**src/rtl/qspi_rx_ctrl_if.sv**
```systemverilog
// Host/pad-side signal bundle of the quad-SPI read sequencer.
// The master side drives the transfer request; the slave side (the sequencer) drives the bus controls.
interface qspi_rx_ctrl_if;
  logic        start_i;
  logic        abort_i;
  logic [7:0]  cmd_i;
  logic [23:0] addr_i;
  logic [3:0]  dummy_i;
  logic [7:0]  nwords_i;
  logic        lsb_first_i;
  logic        busy_o;
  logic        done_o;
  logic        sclk_o;
  logic        cs_no;
  logic [3:0]  qsd_o;
  logic        qsd_oe_o;
  logic        rx_valid_o;
  logic        rx_lsb_o;
  logic        rx_msb_o;
  logic        word_valid_o;
  logic [7:0]  word_cnt_o;
  logic [2:0]  state_dbg;

  // start_i is a level request sampled only while idle; there is no ready signal,
  // busy_o high means any start_i is ignored until the cycle after done_o.
  modport master (
    output start_i, abort_i, cmd_i, addr_i, dummy_i, nwords_i, lsb_first_i,
    input  busy_o, done_o, sclk_o, cs_no, qsd_o, qsd_oe_o, rx_valid_o,
           rx_lsb_o, rx_msb_o, word_valid_o, word_cnt_o, state_dbg
  );
  modport slave (
    input  start_i, abort_i, cmd_i, addr_i, dummy_i, nwords_i, lsb_first_i,
    output busy_o, done_o, sclk_o, cs_no, qsd_o, qsd_oe_o, rx_valid_o,
           rx_lsb_o, rx_msb_o, word_valid_o, word_cnt_o, state_dbg
  );
endinterface

```
**src/rtl/qspi_rx_ctrl.sv**
```systemverilog
// Quad-SPI read sequencer: command, address, dummy and data phases with SCLK/CS_n generation
// and per-nibble control of the downstream RX shift register.
module qspi_rx_ctrl #(
  parameter int CLK_DIV = 2
) (
  input logic          clk_i,
  input logic          rst_i,
  qspi_rx_ctrl_if.slave bus
);
  localparam int DW = (CLK_DIV > 1) ? $clog2(CLK_DIV) : 1;
  localparam logic [DW-1:0] DIV_TC = DW'(CLK_DIV - 1);

  typedef enum logic [2:0] {
    S_IDLE, S_CMD, S_ADDR, S_DUMMY, S_DATA, S_FINISH, S_DONE
  } state_t;

  state_t      r_state;
  logic [DW-1:0] r_div_cnt;
  logic [2:0]  r_idx;
  logic [3:0]  r_dcnt;
  logic [10:0] r_rise_cnt;
  logic [2:0]  r_nib;
  logic [7:0]  r_cmd;
  logic [23:0] r_addr;
  logic [3:0]  r_dummy;
  logic [7:0]  r_nwords;
  logic        r_lsb_first;
  logic        r_busy, r_done, r_sclk, r_cs_n, r_oe;
  logic [3:0]  r_qsd;
  logic        r_rx_valid, r_rx_lsb, r_rx_msb, r_word_valid;
  logic [7:0]  r_word_cnt;

  logic       w_term, w_rise, w_fall;
  logic [3:0] w_addr_nib;

  assign w_term = (r_div_cnt == DIV_TC);
  assign w_rise = !r_cs_n && w_term && !r_sclk;
  assign w_fall = !r_cs_n && w_term && r_sclk;

  // Address nibble that follows the one currently on the lanes.
  always_comb begin
    w_addr_nib = r_addr[3:0];
    case (r_idx)
      3'd0:    w_addr_nib = r_addr[19:16];
      3'd1:    w_addr_nib = r_addr[15:12];
      3'd2:    w_addr_nib = r_addr[11:8];
      3'd3:    w_addr_nib = r_addr[7:4];
      default: w_addr_nib = r_addr[3:0];
    endcase
  end

  always_ff @(posedge clk_i) begin
    if (rst_i) begin
      r_state      <= S_IDLE;
      r_div_cnt    <= '0;
      r_idx        <= '0;
      r_dcnt       <= '0;
      r_rise_cnt   <= '0;
      r_nib        <= '0;
      r_cmd        <= '0;
      r_addr       <= '0;
      r_dummy      <= '0;
      r_nwords     <= '0;
      r_lsb_first  <= 1'b0;
      r_busy       <= 1'b0;
      r_done       <= 1'b0;
      r_sclk       <= 1'b0;
      r_cs_n       <= 1'b1;
      r_oe         <= 1'b0;
      r_qsd        <= '0;
      r_rx_valid   <= 1'b0;
      r_rx_lsb     <= 1'b0;
      r_rx_msb     <= 1'b0;
      r_word_valid <= 1'b0;
      r_word_cnt   <= '0;
    end else if (bus.abort_i) begin
      r_state      <= S_IDLE;
      r_div_cnt    <= '0;
      r_busy       <= 1'b0;
      r_done       <= 1'b0;
      r_sclk       <= 1'b0;
      r_cs_n       <= 1'b1;
      r_oe         <= 1'b0;
      r_qsd        <= '0;
      r_rx_valid   <= 1'b0;
      r_rx_lsb     <= 1'b0;
      r_rx_msb     <= 1'b0;
      r_word_valid <= 1'b0;
    end else begin
      r_done       <= 1'b0;
      r_rx_valid   <= 1'b0;
      r_word_valid <= 1'b0;

      // Word completion trails the 8th nibble strobe by one cycle, even past the DATA exit.
      if (r_rx_valid) begin
        r_nib <= r_nib + 3'd1;
        if (r_nib == 3'd7) begin
          r_word_valid <= 1'b1;
          r_word_cnt   <= r_word_cnt + 8'd1;
        end
      end

      if (!r_cs_n) begin
        if (w_term) begin
          r_div_cnt <= '0;
          r_sclk    <= !r_sclk;
        end else begin
          r_div_cnt <= r_div_cnt + DW'(1);
        end
      end

      case (r_state)
        S_IDLE: begin
          if (bus.start_i) begin
            r_state     <= S_CMD;
            r_cmd       <= bus.cmd_i;
            r_addr      <= bus.addr_i;
            r_dummy     <= bus.dummy_i;
            r_nwords    <= bus.nwords_i;
            r_lsb_first <= bus.lsb_first_i;
            r_cs_n      <= 1'b0;
            r_busy      <= 1'b1;
            r_oe        <= 1'b1;
            r_qsd       <= bus.cmd_i[7:4];
            r_word_cnt  <= '0;
            r_div_cnt   <= '0;
            r_sclk      <= 1'b0;
            r_idx       <= '0;
          end
        end
        S_CMD: begin
          if (w_fall) begin
            if (r_idx == 3'd1) begin
              r_state <= S_ADDR;
              r_idx   <= '0;
              r_qsd   <= r_addr[23:20];
            end else begin
              r_idx <= r_idx + 3'd1;
              r_qsd <= r_cmd[3:0];
            end
          end
        end
        S_ADDR: begin
          if (w_fall) begin
            if (r_idx == 3'd5) begin
              r_oe  <= 1'b0;
              r_qsd <= '0;
              if (r_dummy != 4'd0) begin
                r_state <= S_DUMMY;
                r_dcnt  <= '0;
              end else if (r_nwords != 8'd0) begin
                r_state    <= S_DATA;
                r_rise_cnt <= '0;
                r_nib      <= '0;
                r_rx_lsb   <= r_lsb_first;
                r_rx_msb   <= !r_lsb_first;
              end else begin
                r_state <= S_FINISH;
                r_cs_n  <= 1'b1;
              end
            end else begin
              r_idx <= r_idx + 3'd1;
              r_qsd <= w_addr_nib;
            end
          end
        end
        S_DUMMY: begin
          if (w_rise) r_dcnt <= r_dcnt + 4'd1;
          if (w_fall && (r_dcnt == r_dummy)) begin
            if (r_nwords != 8'd0) begin
              r_state    <= S_DATA;
              r_rise_cnt <= '0;
              r_nib      <= '0;
              r_rx_lsb   <= r_lsb_first;
              r_rx_msb   <= !r_lsb_first;
            end else begin
              r_state <= S_FINISH;
              r_cs_n  <= 1'b1;
            end
          end
        end
        S_DATA: begin
          if (w_rise) begin
            r_rx_valid <= 1'b1;
            r_rise_cnt <= r_rise_cnt + 11'd1;
          end
          if (w_fall && (r_rise_cnt == {r_nwords, 3'b000})) begin
            r_state  <= S_FINISH;
            r_cs_n   <= 1'b1;
            r_rx_lsb <= 1'b0;
            r_rx_msb <= 1'b0;
          end
        end
        S_FINISH: begin
          r_state <= S_DONE;
          r_done  <= 1'b1;
          r_busy  <= 1'b0;
        end
        default: begin
          r_state <= S_IDLE;
        end
      endcase
    end
  end

  assign bus.busy_o       = r_busy;
  assign bus.done_o       = r_done;
  assign bus.sclk_o       = r_sclk;
  assign bus.cs_no        = r_cs_n;
  assign bus.qsd_o        = r_qsd;
  assign bus.qsd_oe_o     = r_oe;
  assign bus.rx_valid_o   = r_rx_valid;
  assign bus.rx_lsb_o     = r_rx_lsb;
  assign bus.rx_msb_o     = r_rx_msb;
  assign bus.word_valid_o = r_word_valid;
  assign bus.word_cnt_o   = r_word_cnt;
  assign bus.state_dbg    = r_state;
endmodule

```
**src/flat_wrapper.sv**
```systemverilog
// flat-port wrapper written by rule: the top's interface ports become plain ports
module qspi_rx_ctrl_flat 
#(
  parameter int CLK_DIV = 2
)
  (clk_i, rst_i, bus_start_i, bus_abort_i, bus_cmd_i, bus_addr_i, bus_dummy_i, bus_nwords_i, bus_lsb_first_i, bus_busy_o, bus_done_o, bus_sclk_o, bus_cs_no, bus_qsd_o, bus_qsd_oe_o, bus_rx_valid_o, bus_rx_lsb_o, bus_rx_msb_o, bus_word_valid_o, bus_word_cnt_o, bus_state_dbg);
  qspi_rx_ctrl_if bus_i ();
  input logic clk_i;
  input logic rst_i;
  input wire logic [$bits(bus_i.start_i)-1:0] bus_start_i;
  input wire logic [$bits(bus_i.abort_i)-1:0] bus_abort_i;
  input wire logic [$bits(bus_i.cmd_i)-1:0] bus_cmd_i;
  input wire logic [$bits(bus_i.addr_i)-1:0] bus_addr_i;
  input wire logic [$bits(bus_i.dummy_i)-1:0] bus_dummy_i;
  input wire logic [$bits(bus_i.nwords_i)-1:0] bus_nwords_i;
  input wire logic [$bits(bus_i.lsb_first_i)-1:0] bus_lsb_first_i;
  output wire logic [$bits(bus_i.busy_o)-1:0] bus_busy_o;
  output wire logic [$bits(bus_i.done_o)-1:0] bus_done_o;
  output wire logic [$bits(bus_i.sclk_o)-1:0] bus_sclk_o;
  output wire logic [$bits(bus_i.cs_no)-1:0] bus_cs_no;
  output wire logic [$bits(bus_i.qsd_o)-1:0] bus_qsd_o;
  output wire logic [$bits(bus_i.qsd_oe_o)-1:0] bus_qsd_oe_o;
  output wire logic [$bits(bus_i.rx_valid_o)-1:0] bus_rx_valid_o;
  output wire logic [$bits(bus_i.rx_lsb_o)-1:0] bus_rx_lsb_o;
  output wire logic [$bits(bus_i.rx_msb_o)-1:0] bus_rx_msb_o;
  output wire logic [$bits(bus_i.word_valid_o)-1:0] bus_word_valid_o;
  output wire logic [$bits(bus_i.word_cnt_o)-1:0] bus_word_cnt_o;
  output wire logic [$bits(bus_i.state_dbg)-1:0] bus_state_dbg;
  assign bus_i.start_i = bus_start_i;
  assign bus_i.abort_i = bus_abort_i;
  assign bus_i.cmd_i = bus_cmd_i;
  assign bus_i.addr_i = bus_addr_i;
  assign bus_i.dummy_i = bus_dummy_i;
  assign bus_i.nwords_i = bus_nwords_i;
  assign bus_i.lsb_first_i = bus_lsb_first_i;
  assign bus_busy_o = bus_i.busy_o;
  assign bus_done_o = bus_i.done_o;
  assign bus_sclk_o = bus_i.sclk_o;
  assign bus_cs_no = bus_i.cs_no;
  assign bus_qsd_o = bus_i.qsd_o;
  assign bus_qsd_oe_o = bus_i.qsd_oe_o;
  assign bus_rx_valid_o = bus_i.rx_valid_o;
  assign bus_rx_lsb_o = bus_i.rx_lsb_o;
  assign bus_rx_msb_o = bus_i.rx_msb_o;
  assign bus_word_valid_o = bus_i.word_valid_o;
  assign bus_word_cnt_o = bus_i.word_cnt_o;
  assign bus_state_dbg = bus_i.state_dbg;
  qspi_rx_ctrl #(.CLK_DIV(CLK_DIV)) u_core (.clk_i(clk_i), .rst_i(rst_i), .bus(bus_i));
endmodule
```
**config.mk**
```make
export PLATFORM = sky130hd
export DESIGN_NAME = qspi_rx_ctrl_flat
export DESIGN_NICKNAME = d
export VERILOG_FILES = /design/src/rtl/qspi_rx_ctrl_if.sv /design/src/rtl/qspi_rx_ctrl.sv /design/src/flat_wrapper.sv
export SDC_FILE = /design/constraint.sdc
export NUM_CORES = 1
export LEC_CHECK = 0
export CAP_MARGIN = 20
export CORE_UTILIZATION = 50
export CTS_CLUSTER_DIAMETER = 40
export DETAILED_ROUTE_END_ITERATION = 8
export HOLD_SLACK_MARGIN = 0.08
export PLACE_DENSITY = 0.76
export SLEW_MARGIN = 0
export SYNTH_ARGS = -nofsm -noshare
export SYNTH_HDL_FRONTEND = slang
export SYNTH_SLANG_ARGS = --single-unit
```
**constraint.sdc**
```tcl
create_clock -name clk_i -period 2.65 [get_ports clk_i]
set_input_delay 0.6625 -clock clk_i [delete_from_list [all_inputs] [get_ports clk_i]]
set_output_delay 0.6625 -clock clk_i [all_outputs]
set_load 0.01 [all_outputs]
```
==> flow_metrics.env, run 1 <==
export IMPL_leakage_nw=1.85
export IMPL_use_met3=0.0395
export IMPL_ant_nets=0
export IMPL_final_min_clock_period_ps=2340
export IMPL_synth_fp_nets=601
export IMPL_grt_usage=0.251
export IMPL_areaGrowthSynthToFinish_pct=24.7
export IMPL_drc=0
export IMPL_seqCellArea_um2=1740
export IMPL_overflow=0
export IMPL_synth_area_leader_cell="dfxtp_1"
export IMPL_syn_inst=540
export IMPL_clk_pin_slew_worst_paths_ps=90
export IMPL_tightestPinTransition_ps=722
export IMPL_clockBufferDepth=2
export IMPL_grt_pass1_vias=3767
export IMPL_firstDrtPassIters=7
export IMPL_synth_area_um2=4290
export IMPL_synth_top_flop_cell="dfxtp_1"
export IMPL_layout_commonest_cell="nand2_1"
export IMPL_avgViaCountPerCell=5.66
export IMPL_finalNetCount=671
export IMPL_clk_latency_ps=370
export IMPL_cp_num_buf_inv=0
export IMPL_multi_input_area_um2=2350
export IMPL_die_h_um=94.6
export IMPL_synth_cell_types=60
export IMPL_crit_type="flip-flop to flip-flop"
export IMPL_gp_congestion=0.890
export IMPL_ys_async_sr_fraction=0
export IMPL_grt_max_degree=54
export IMPL_synth_top_area_share=0.406
export IMPL_slowest_stage="nor3_1"
export IMPL_hp_class="flip-flop to flip-flop"
export IMPL_worstPathRequired_ps=2950
export IMPL_avgSynthCellArea_um2=7.94
export IMPL_antenna_cells=0
export IMPL_drv_slew=0
export IMPL_cts_root_buf="clkbuf_8"
export IMPL_synth_seq_area_share=0.406
export IMPL_dpl_worst_slack_ps=114
export IMPL_cts_buffers=9
export IMPL_final_layout_size_suffix_gt1_frac=0.0764
export IMPL_synth_edff_count=0
export IMPL_crit_family="simple AND/OR/NAND/NOR gates"
export IMPL_skew_ps=9.45
export IMPL_fin_tns_setup_ps=0
export IMPL_start_util=0.519
export IMPL_worstSetupStartpointType="flip-flop"
export IMPL_fin_cells=720
export IMPL_io_buffer_count=72
export IMPL_power_density_nw_per_um2=491
export IMPL_hold_viol_final=0
export IMPL_nFillCells=751
export IMPL_synthTopCellsByArea="dfxtp_1, nand2_1, a21oi_1"
export IMPL_drt_wl_total_mm=10.7
export IMPL_mostFrequentLayoutCells="nand2_1, dfxtp_1, clkdlybuf4s50_1"
export IMPL_setup_viol=0
export IMPL_reg2reg_setup_slack_ps=310
export IMPL_num_rows=33
export IMPL_grt_use_met1=0.326
export IMPL_period_share=0.885
export IMPL_htree_num_levels=3
export IMPL_yosys_warnings=0
export IMPL_die_w_um=94.6
export IMPL_dp_cells=704
export IMPL_core_area_um2=8260
export IMPL_path_cells="ha_1 > nand2_1 > nor3_1 > a211oi_1 > or3b_1 > a31oi_1"
export IMPL_crit_path_end_kind="flip-flop"
export IMPL_vias=4075
export IMPL_dpl_hpwl_mm=7.75
export IMPL_ys_ff_latch=87
export IMPL_crit_fanout=10
export IMPL_io_pins=73
export IMPL_cts_sinks=87
export IMPL_status="finished clean"
export IMPL_grt_busiest_layer="met2"
export IMPL_cts_resized=0
export IMPL_antenna_found_initial=0
export IMPL_cp_arrival_ps=2640
export IMPL_tritoncts="yes"
export IMPL_slew_headroom=0.516
export IMPL_rsz0062_at_grt="no"
export IMPL_cts_setup_buffers=0
export IMPL_grt_pass1_wl_mm=17.6
export IMPL_drtIter0Drc=202
export IMPL_vdd_drop_max_mv=0.266
export IMPL_cts_hold_buf=0
export IMPL_wire_per_inst_um=14.9
export IMPL_cap_violations=0
export IMPL_max_freq_ghz=0.427
export IMPL_met2_usage=0.420
export IMPL_dieArea_um2=8950
export IMPL_cpPeakStageDelay_ps=430
export IMPL_worst_slack_ps=305
## registers in the layout, summed over array words and instances (netlist names), 3 cells and up
signal                 count
u_core.r_addr             24
u_core.r_rise_cnt         11
u_core.bus.word_cnt_o      8
u_core.r_nwords            8
u_core.bus.qsd_o           4
u_core.r_cmd               4
u_core.r_dcnt              4
u_core.r_dummy             4
u_core.bus.state_dbg       3
u_core.r_idx               3
u_core.r_nib               3
## synth_stat cells, types with 3 or more instances
master and number:
nor3_1 7, dfxtp_1 87, inv_1 16, nand4_1 4, xnor2_1 11, nor3_2 4, nand2_1 136, or4_1 3
nor4_1 4, nor2_1 21, nor2b_1 3, a31oi_1 6, a22oi_1 3, nand2b_1 4, o21ai_0 19, ha_1 12
clkbuf_1 20, a211oi_1 3, a222oi_1 4, mux2i_1 6, or3_1 5, o211ai_1 14, a41oi_1 4, o32ai_1 3
nand3_1 13, xor2_1 8, a311oi_1 6, buf_2 4, and3_1 5, a21oi_1 64, o31ai_1 3
## worst paths after layout
path | to | depth (start not counted) | from
setup / recovery | u_core.bus.rx_lsb_o$_SDFFE_PP0P_ | 6 | u_core.r_idx[0]$_SDFFE_PP0P_
hold / removal | u_core.r_addr[6]$_SDFFE_PP0P_ | 2 | u_core.r_addr[6]$_SDFFE_PP0P_
setup reg to reg | u_core.bus.rx_lsb_o$_SDFFE_PP0P_ | 6 | u_core.r_idx[0]$_SDFFE_PP0P_
hold reg to reg | u_core.r_addr[6]$_SDFFE_PP0P_ | 2 | u_core.r_addr[6]$_SDFFE_PP0P_
## worst reg2reg max path: cells and delay by family, from the launching register on
| family | cells | cell delay (ps) |
|---|---|---|
| AND/OR/NAND/NOR | 3 | 1070 |
| adder cells (fa/ha/maj) | 1 | 410 |
| AO/OA/AOI/OAI | 2 | 390 |
| flip-flops | 1 | 420 |
## per-stage QoR
stage	hold slack (ps)	utilization	area [um^2]	total power [mW]
3_5_place_dp	448	0.623	5150	1.71
6_report	462	0.647	5340	2.62
2_1_floorplan	436	-	4290	1.56
4_1_cts	464	0.647	5340	2.63
3_3_place_gp	444	0.623	5150	1.71
5_1_grt	480	0.647	5340	2.72
## final cells by class
type,count,area share
Clock inverter,7,0.0136
Clock buffer,9,0.0232
Inverter,17,0.0119
Multi-Input combinational cell,407,0.440
Timing Repair Buffer,88,0.161
Sequential cell,87,0.326
Tap cell,105,0.0246
## power breakdown
| group | leakage, nW | switching (mW) | internal [mW] |
|---|---|---|---|
| clock network | 0.0956 | 0.503 | 0.437 |
| registers | 0.706 | 0.0283 | 1.34 |
| logic | 1.05 | 0.160 | 0.151 |
## cell families after synthesis
logic type | Yosys count | synth area share
xor+xnor | 19 | 0.0388
compound gates | 143 | 0.209
simple gates | 227 | 0.251
mux | 6 | 0.0140
fa+ha+maj | 12 | 0.0350
flops | 87 | 0.406
buf+inv | 46 | 0.0458
## routing by layer
| metal | wire length (um) | share of wire |
|---|---|---|
| met5 | 0 | 0 |
| met4 | 158 | 0.015 |
| met3 | 404 | 0.038 |
| met2 | 5110 | 0.48 |
| met1 | 5030 | 0.47 |
Power figures use the tool's default switching activity.
==> run 2, diff against run 1 <==
--- a/config.mk
+++ b/config.mk
@@ -6,11 +6,11 @@
 export NUM_CORES = 1
 export LEC_CHECK = 0
 export CAP_MARGIN = 20
-export CORE_UTILIZATION = 50
+export CORE_UTILIZATION = 45
 export CTS_CLUSTER_DIAMETER = 40
 export DETAILED_ROUTE_END_ITERATION = 8
 export HOLD_SLACK_MARGIN = 0.08
-export PLACE_DENSITY = 0.76
+export PLACE_DENSITY = 0.69
 export SLEW_MARGIN = 0
 export SYNTH_ARGS = -nofsm -noshare
 export SYNTH_HDL_FRONTEND = slang
==> run 2 against run 1 <==
Critical path type is now flip-flop to output pin. Highest routed layer unchanged. Critical path depth is 4 lower. Sequential power hardly changed. Fmax is 4.4% lower. Setup slack worse by 110 ps. Via count is 0.86% lower. Die area is 11% higher.
==> flow_metrics.env, run 2 (synthesis gave the netlist of run 1 again) <==
export IMPL_status="finished clean"
export IMPL_hp_class="flip-flop to flip-flop"
export IMPL_areaGrowthSynthToFinish_pct=24.8
export IMPL_worstRegToRegCells=6
export IMPL_grt_pass1_wl_mm=17.6
export IMPL_cts_setup_buffers=0
export IMPL_cts_buffers=9
export IMPL_htree_num_levels=3
export IMPL_grt_usage=0.224
export IMPL_power_density_nw_per_um2=477
export IMPL_cts_resized=0
export IMPL_dieArea_um2=9920
export IMPL_io_pins=73
export IMPL_clk_latency_ps=370
export IMPL_setup_viol=0
export IMPL_avgViaCountPerCell=5.44
export IMPL_rsz0062_at_grt="no"
export IMPL_crit_fanout=13
export IMPL_placed_area_um2=5170
export IMPL_grt_pass1_vias=3731
export IMPL_dp_cells=727
export IMPL_antenna_found_initial=0
export IMPL_vdd_drop_max_mv=0.250
export IMPL_worstPathRequired_ps=1990
export IMPL_io_buffer_count=72
export IMPL_gp_congestion=0.831
export IMPL_hp_start="u_core.r_addr[23]$_SDFFE_PP0P_"
export IMPL_dpl_hpwl_mm=7.74
export IMPL_skew_ps=13.5
export IMPL_design_area_um2=5350
export IMPL_final_layout_size_suffix_gt1_frac=0.0749
export IMPL_fin_cells=743
export IMPL_cap_violations=0
export IMPL_crit_type="flip-flop to output pin"
export IMPL_vias=4040
export IMPL_ant_nets=0
export IMPL_hold_path_endpoint="u_core.r_addr[23]$_SDFFE_PP0P_"
export IMPL_core_area_um2=9240
export IMPL_slew_headroom=0.578
export IMPL_reg2reg_setup_slack_ps=300
export IMPL_grt_max_degree=59
export IMPL_num_rows=35
export IMPL_cp_arrival_ps=1790
export IMPL_cts_root_buf="clkbuf_8"
export IMPL_rr_endpoint="u_core.bus.rx_lsb_o$_SDFFE_PP0P_"
export IMPL_cts_hold_buf=0
export IMPL_crit_path_end_kind="output pin"
export IMPL_tightestPinTransition_ps=630
export IMPL_final_min_clock_period_ps=2450
export IMPL_period_share=0.925
export IMPL_firstDrtPassIters=5
export IMPL_worst_slack_ps=198
export IMPL_antenna_cells=0
export IMPL_drtIter0Drc=188
export IMPL_mostFrequentLayoutCells="nand2_1, dfxtp_1, clkdlybuf4s50_1"
export IMPL_post_route_util=0.579
export IMPL_finalNetCount=670
export IMPL_whs_path_depth=2
export IMPL_tritoncts="yes"
export IMPL_hold_viol_final=0
export IMPL_regMostFlops="u_core.r_addr"
export IMPL_drv_slew=0
export IMPL_top_regs="u_core.r_addr (24), u_core.r_rise_cnt (11)"
export IMPL_nFillCells=848
export IMPL_worstSetupStartpointType="flip-flop"
export IMPL_p_total_mw=2.55
export IMPL_start_util=0.464
export IMPL_dpl_worst_slack_ps=108
export IMPL_cts_sinks=87
export IMPL_wire_per_inst_um=14.2
export IMPL_worstReg2RegStart="u_core.r_idx[0]$_SDFFE_PP0P_"
export IMPL_drc=0
export IMPL_clk_pin_slew_worst_paths_ps=90
export IMPL_drt_wl_total_mm=10.6
export IMPL_fin_hold_ws_ps=456
export IMPL_fin_tns_setup_ps=0
export IMPL_largest_reg_flops=24
export IMPL_leakage_nw=1.84
export IMPL_layout_commonest_cell="nand2_1"
export IMPL_die_h_um=99.6
export IMPL_overflow=0
export IMPL_die_w_um=99.6
export IMPL_max_freq_ghz=0.408
export IMPL_clockBufferDepth=2
## run 2: changes by cell type in the layout (fill, tap and decap cells not counted)
cell       delta
buf_4         -1
clkinv_2      -1
inv_6         +1
bufinv_16     -1
clkinv_4      +1
## run 2: final cells by class
class | count | area [um^2] | share of cell area
Timing Repair Buffer | 87 | 853 | 0.160
Sequential cell | 87 | 1740 | 0.326
Clock inverter | 7 | 55.1 | 0.0103
Tap cell | 129 | 161 | 0.0302
Multi-Input combinational cell | 407 | 2350 | 0.439
Inverter | 17 | 63.8 | 0.0119
Clock buffer | 9 | 124 | 0.0232
## run 2: routing by layer
layer  track usage  part of all wire
met5             0                 0
met4        0.0871             0.015
met3        0.0401             0.043
met2         0.370              0.47
met1         0.292              0.47
## run 2: worst max path at each step
stage / startpoint / to / slack (ps) / cells past startpoint
after floorplan: u_core.bus.cs_no$_SDFFE_PP1P_ / u_core.r_idx[2]$_SDFFE_PP0P_ / 650 / 8
after global placement: bus_start_i / u_core.r_idx[2]$_SDFFE_PP0P_ / 140 / 6
after detailed placement: bus_start_i / u_core.r_idx[0]$_SDFFE_PP0P_ / 110 / 6
after CTS: u_core.bus.state_dbg[0]$_SDFFE_PP0P_ / bus_state_dbg[0] / 220 / 2
after global routing: u_core.bus.cs_no$_SDFFE_PP1P_ / u_core.r_rise_cnt[1]$_SDFFE_PP0P_ / 150 / 7
final: u_core.bus.state_dbg[0]$_SDFFE_PP0P_ / bus_state_dbg[0] / 200 / 2
## run 2: critical path: stages (launching register included)
cell	delay [ps]
dfxtp_1	640
buf_4	240
clkdlybuf4s50_1	540
## run 2: where the power goes
group | total (mW) | internal (mW) | switching, mW
combinational | 0.307 | 0.150 | 0.157
clock | 0.868 | 0.348 | 0.520
sequential | 1.38 | 1.34 | 0.0304
